===== config.mk =====
export PLATFORM = sky130hd
export DESIGN_NAME = rv32i_pipe_ctrl
export DESIGN_NICKNAME = d
export VERILOG_FILES = /design/src/rtl/rv32i_pipe_ctrl.sv
export SDC_FILE = /design/constraint.sdc
export NUM_CORES = 1
export LEC_CHECK = 0
export CAP_MARGIN = 20
export CORE_MARGIN = 2
export CORE_UTILIZATION = 40
export DETAILED_ROUTE_END_ITERATION = 7
export MAX_ROUTING_LAYER = met4
export PLACE_DENSITY = 0.63
export SYNTH_ARGS = -nofsm -noshare
export SYNTH_HDL_FRONTEND = slang
export SYNTH_SLANG_ARGS = --single-unit

===== constraint.sdc =====
create_clock -name clk -period 3.5 [get_ports clk]
set_clock_uncertainty 0.15 [all_clocks]
set_input_delay 0.7 -clock clk [delete_from_list [all_inputs] [get_ports clk]]
set_output_delay 0.7 -clock clk [all_outputs]
set_load 0.02 [all_outputs]

===== src/rtl/rv32i_pipe_ctrl.sv =====
// Pipeline sequencer for the RV32I core: produces the decoder stall and the update_pc
// redirect pulse from bus wait-states, load-use hazards and taken branches.
module rv32i_pipe_ctrl #(
    parameter int unsigned LD_USE_CYCLES = 1,
    parameter int unsigned MEM_TIMEOUT   = 256,
    parameter int unsigned CNT_WIDTH     = 32
) (
    input  logic                 clk,
    input  logic                 reset_n,
    input  logic                 dec_load,
    input  logic                 dec_store,
    input  logic [4:0]           dec_rd,
    input  logic [4:0]           fetch_rs1,
    input  logic [4:0]           fetch_rs2,
    input  logic                 mem_waitrequest,
    input  logic                 branch_taken,
    output logic                 stall,
    output logic                 update_pc,
    output logic                 bus_err,
    output logic [CNT_WIDTH-1:0] stall_cnt,
    output logic [CNT_WIDTH-1:0] flush_cnt
);

    localparam int unsigned WW = (MEM_TIMEOUT == 0) ? 1 : $clog2(MEM_TIMEOUT + 1);
    localparam logic [WW-1:0] TMO = WW'(MEM_TIMEOUT);
    localparam logic [3:0]    LDC = 4'(LD_USE_CYCLES);

    typedef enum logic [1:0] {RUN, MEM_WAIT, LD_USE} state_t;

    state_t                state_q, state_d;
    logic [WW-1:0]         wcnt_q, wcnt_d;
    logic [3:0]            bcnt_q, bcnt_d;
    logic                  pend_br_q, pend_br_d;
    logic                  update_pc_q, update_pc_d;
    logic                  bus_err_q, bus_err_d;
    logic [CNT_WIDTH-1:0]  stall_cnt_q, flush_cnt_q;
    logic                  mem, haz, br, stall_raw;

    assign mem = dec_load | dec_store;
    assign haz = dec_load & (|dec_rd) & ((dec_rd == fetch_rs1) | (dec_rd == fetch_rs2));
    // A branch on the update_pc cycle is dropped: the decoder is already flushing.
    assign br  = branch_taken & ~update_pc_q;

    always_comb begin
        state_d     = state_q;
        wcnt_d      = wcnt_q;
        bcnt_d      = bcnt_q;
        pend_br_d   = pend_br_q;
        update_pc_d = 1'b0;
        bus_err_d   = 1'b0;
        stall_raw   = 1'b0;
        case (state_q)
            RUN: begin
                stall_raw = (mem & mem_waitrequest) | haz;
                if (br) begin
                    update_pc_d = 1'b1;
                end else if (mem & mem_waitrequest) begin
                    state_d = MEM_WAIT;
                    wcnt_d  = WW'(1);
                end else if (haz) begin
                    state_d = LD_USE;
                    bcnt_d  = 4'd1;
                end
            end
            MEM_WAIT: begin
                stall_raw = 1'b1;
                pend_br_d = pend_br_q | br;
                if (!mem_waitrequest) begin
                    update_pc_d = pend_br_q | br;
                    pend_br_d   = 1'b0;
                    if (haz) begin
                        state_d = LD_USE;
                        bcnt_d  = 4'd1;
                    end else begin
                        stall_raw = 1'b0;
                        state_d   = RUN;
                    end
                end else if ((MEM_TIMEOUT != 0) && (wcnt_q == TMO)) begin
                    bus_err_d   = 1'b1;
                    update_pc_d = pend_br_q | br;
                    pend_br_d   = 1'b0;
                    state_d     = RUN;
                end else if (wcnt_q != '1) begin
                    wcnt_d = wcnt_q + WW'(1);
                end
            end
            LD_USE: begin
                stall_raw = (bcnt_q < LDC);
                if (br) begin
                    update_pc_d = 1'b1;
                    state_d     = RUN;
                end else if (bcnt_q == LDC) begin
                    state_d = RUN;
                end else begin
                    bcnt_d = bcnt_q + 4'd1;
                end
            end
            default: state_d = RUN;
        endcase
    end

    assign stall = reset_n & stall_raw;

    always_ff @(posedge clk) begin
        if (!reset_n) begin
            state_q     <= RUN;
            wcnt_q      <= '0;
            bcnt_q      <= '0;
            pend_br_q   <= 1'b0;
            update_pc_q <= 1'b0;
            bus_err_q   <= 1'b0;
            stall_cnt_q <= '0;
            flush_cnt_q <= '0;
        end else begin
            state_q     <= state_d;
            wcnt_q      <= wcnt_d;
            bcnt_q      <= bcnt_d;
            pend_br_q   <= pend_br_d;
            update_pc_q <= update_pc_d;
            bus_err_q   <= bus_err_d;
            if (stall_raw && (stall_cnt_q != '1))
                stall_cnt_q <= stall_cnt_q + CNT_WIDTH'(1);
            if (update_pc_q && (flush_cnt_q != '1))
                flush_cnt_q <= flush_cnt_q + CNT_WIDTH'(1);
        end
    end

    assign update_pc = update_pc_q;
    assign bus_err   = bus_err_q;
    assign stall_cnt = stall_cnt_q;
    assign flush_cnt = flush_cnt_q;

endmodule


==> results of run 1 <==
-- layer usage --
layer	wire length, microns	vias up
met5	0	-
met4	77	0
met3	506	7
met2	5340	93
met1	5010	1999
li1	-	2101
-- power by group --
part           internal, mW  switching, mW
registers             0.940         0.0103
clock network         0.319          0.329
logic                0.0604         0.0789
total                  1.32          0.419
-- registers in the layout, summed over array words and instances, names as in the netlist --
name	cells
flush_cnt	32
stall_cnt	32
wcnt_q	9
bcnt_q	4
state_q	2
bus_err	1
pend_br_q	1
update_pc	1
-- worst max-delay path by stage --
stage / startpoint / endpoint / cells after the start
floorplan: dec_rd[1] / stall / 7
global placement: dec_rd[2] / stall / 7
detailed placement: dec_rd[2] / stall / 7
CTS: dec_rd[2] / stall / 7
global route: dec_rd[3] / stall / 8
finish: dec_rd[2] / stall / 7
-- cell families after synthesis --
group / Yosys count / synth area share, %
and+or+nand+nor: 255 / 32.4
AOI/OAI and AO/OA: 86 / 13.1
DFF: 82 / 38.0
xor gates and xnor gates: 41 / 8.30
buffers and inverters: 37 / 3.36
muxes: 11 / 2.55
adders and majority gates: 8 / 2.31
-- cells in the mapped netlist (11+ instances only) --
library cell,number
sky130_fd_sc_hd__a21oi_1,30
sky130_fd_sc_hd__or4_1,19
sky130_fd_sc_hd__nand3_1,25
sky130_fd_sc_hd__xor2_1,27
sky130_fd_sc_hd__nor3_1,21
sky130_fd_sc_hd__clkbuf_1,18
sky130_fd_sc_hd__dfxtp_1,82
sky130_fd_sc_hd__o21ai_0,12
sky130_fd_sc_hd__nand2_1,38
sky130_fd_sc_hd__xnor2_1,14
sky130_fd_sc_hd__inv_1,14
sky130_fd_sc_hd__nor4_1,12
sky130_fd_sc_hd__nor2_1,54
sky130_fd_sc_hd__mux2i_1,11
sky130_fd_sc_hd__o31ai_1,14
sky130_fd_sc_hd__nand2b_1,14
sky130_fd_sc_hd__nand4_1,27
-- layout make-up --
cell class / instances / area, sq um
multi-input cells: 401 / 2540
clock buffers: 10 / 128
repair buffers: 99 / 960
well taps: 136 / 170
flip-flops and latches: 82 / 1640
fillers: 1014 / 4880
clock inverters: 4 / 45.0
inverters: 14 / 52.6
-- critical path: stages --
cell and delay [ns]:
sky130_fd_sc_hd__clkdlybuf4s50_1 0.42, sky130_fd_sc_hd__or4_1 0.50, sky130_fd_sc_hd__o21ai_1 0.16, sky130_fd_sc_hd__or2_2 0.14
sky130_fd_sc_hd__o21a_1 0.16, sky130_fd_sc_hd__nor2_1 0.06, sky130_fd_sc_hd__dlygate4sd2_1 0.33
-- stage by stage --
| stage | power (mW) | area (sq um) | hold slack, ns | TNS, ns | std cells |
|---|---|---|---|---|---|
| global route | 1.81 | 5540 | 0.365 | 0 | 746 |
| floorplan | 1.05 | 4330 | 0.301 | 0 | 520 |
| detailed placement | 1.11 | 5360 | 0.330 | -0.133 | 732 |
| CTS | 1.76 | 5540 | 0.354 | 0 | 746 |
| global placement | 1.11 | 5360 | 0.323 | -0.110 | 732 |
| finish | 1.74 | 5540 | 0.347 | 0 | 746 |
-- repair_timing --
| action | CTS | global route |
|---|---|---|
| hold buffers | 0 | 0 |
| cloned | 0 | 0 |
| endpoints found under the setup margin | 1 | 1 |
| resized for setup | 1 | 1 |
==> metrics.csv, run 1 <==
stage;metric;value;unit
run_status;outcome;completed;
clock_tree;depth of the CTS H-tree;3;
synth;yosys warns;0;
clock_tree;Clock transition at path regs;0.08;ns
finish;top library cells by usage in the layout, fill and taps aside;sky130_fd_sc_hd__clkdlybuf4s50_1, sky130_fd_sc_hd__dfxtp_1, sky130_fd_sc_hd__nor2_1, sky130_fd_sc_hd__nand2_1, sky130_fd_sc_hd__a21oi_1;
synth;most area-consuming cells after synthesis;sky130_fd_sc_hd__dfxtp_1, sky130_fd_sc_hd__xor2_1, sky130_fd_sc_hd__nor2_1;
clock_tree;clk sinks;82;
worst_hold_path;startpoint of the lowest-slack hold path;stall_cnt[6];
finish;most common library cell in the layout ignoring fill and taps;sky130_fd_sc_hd__clkdlybuf4s50_1;
critical_path;Crit path arrival time;2.48;ns
route;Avg Vias per Cell;5.63;
global_routing;highest-utilization routing layer at the global route stage;met2;
synth;number of distinct library cells after synthesis;51;
global_routing;first-pass GRT wire length;18200;microns
clock_tree;maximum number of buffers from clock root to sink;2;
critical_path;category of the critical setup timing path;input pin to primary output;
sta;final-report hold violation count;0;
clock_tree;source-to-sink clock delay at the later pin of the worst-skew pair;0.34;ns
route;router iterations before antenna repair;4;
global_routing;grt total ovfl;0;
die;Core ar.;0.0104;sq mm
route;wire per inst;14.7;microns
placed_design;routability congestion estimate;0.820;
synth;number of instances in the synthesized netlist;520;
synth;number of synthesized flops with an enable pin;0;
synth;Net Count, Synth;549;
synth;asr flop ratio synth;0;%
critical_path;Req. time, crit path;2.65;ns
sta;Least-Margin Pin Slew;0.778;ns
synth;cell taking the most area after synthesis;sky130_fd_sc_hd__dfxtp_1;
synth;most common flop cell mapped by yosys;sky130_fd_sc_hd__dfxtp_1;
worst_hold_path;sink of the worst hold path;stall_cnt[6];
finish;count of antenna diodes in the layout;0;
critical_path;crit path max fanout;2;
worst_hold_path;Hold WC Path Type;register to register;
global_routing;antenna violations before repair;0;
sta;part of the cycle the worst path needs;95.2;%
sta;achievable frequency;300;MHz
clock_tree;post-CTS setup buffer count;0;
worst_hold_path;number of stages on the worst hold path;2;
pwr;peak ir drop on the vdd network;0.143;mV
finish;number of nets in the layout;636;
pwr;Lkg Pwr;1.80;nW
synth;top cell type's share of synthesized area;38.0;%
sta;RSZ-0062 raised after global routing;false;
die;starting density of the core;41.5;%
sta;Final setup viols;0;
critical_path;Reg2Reg Depth;6;
run;max cap viols;0;
sta;Max Transition Viols Final;0;
clock_tree;clock tree from TritonCTS;built;
route;aggregate routed wire length;10900;microns
clock_tree;CTS Root Buffer Type;sky130_fd_sc_hd__clkbuf_8;
global_routing;largest net degree at the start of global routing;57;
critical_path;kind of launch point of the worst setup path;input pin;
placed_design;number of port buffers;87;
critical_path;internal reg-to-reg setup slack;0.89;ns
global_routing;GR Util All Layers;19.7;%
die;Die Y;108;microns
synth;Post-Synthesis Mean Instance Area;8.32;sq um
global_routing;met1 Resource Use GR;25.4;%
global_routing;met2 Use GR;32.3;%
finish;area overhead of the layout relative to synthesis;28.0;%
clock_tree;CTS Buf Count;9;
route;initial detailed-routing violation count;193;
global_routing;global routing met3 resource utilization;3.50;%
synth;Post-Syn Area;0.00433;sq mm
finish;Finished Core Util;53.1;%
die;die width;108;microns
sta;Final WS setup;0.168;ns
placed_design;worst slack at placement;-0.133;ns
die;I/O pin count;88;
die;area enclosed by the die boundary;0.0117;sq mm
route;DRT antenna net count;0;
critical_path;endpoint of the worst register-to-register path;stall_cnt[23];
route;count of vias placed by the detailed router;4200;
pwr;Cell Pwr Density;314;mW/mm^2
critical_path;startpoint of the worst-slack reg-to-reg timing path;state_q[1];
synth;sequential area share after synthesis;38.0;%
die;placement row count;37;
sta;post-layout min period;3.33;ns
critical_path;capturing element type of the critical path;primary output;
finish;fraction of layout cells with a size suffix above 1;5.57;%
global_routing;vias in the first global route;3763;
route;DRC viols;0;
sta;relative max-transition margin;47.6;%
placed_design;estimated wirelength of the detail-placed design;7840;microns
synth;Seq cells post-synth;82;
Power figures use the tool's default switching activity.
==> inputs of run 2 (changes only) <==
--- a/config.mk
+++ b/config.mk
@@ -14,3 +14,4 @@
 export SYNTH_ARGS = -nofsm -noshare
 export SYNTH_HDL_FRONTEND = slang
 export SYNTH_SLANG_ARGS = --single-unit
+export TNS_END_PERCENT = 1
==> results of run 2 <==
No change in the layout: final DEF, timing and power equal those of run 1.
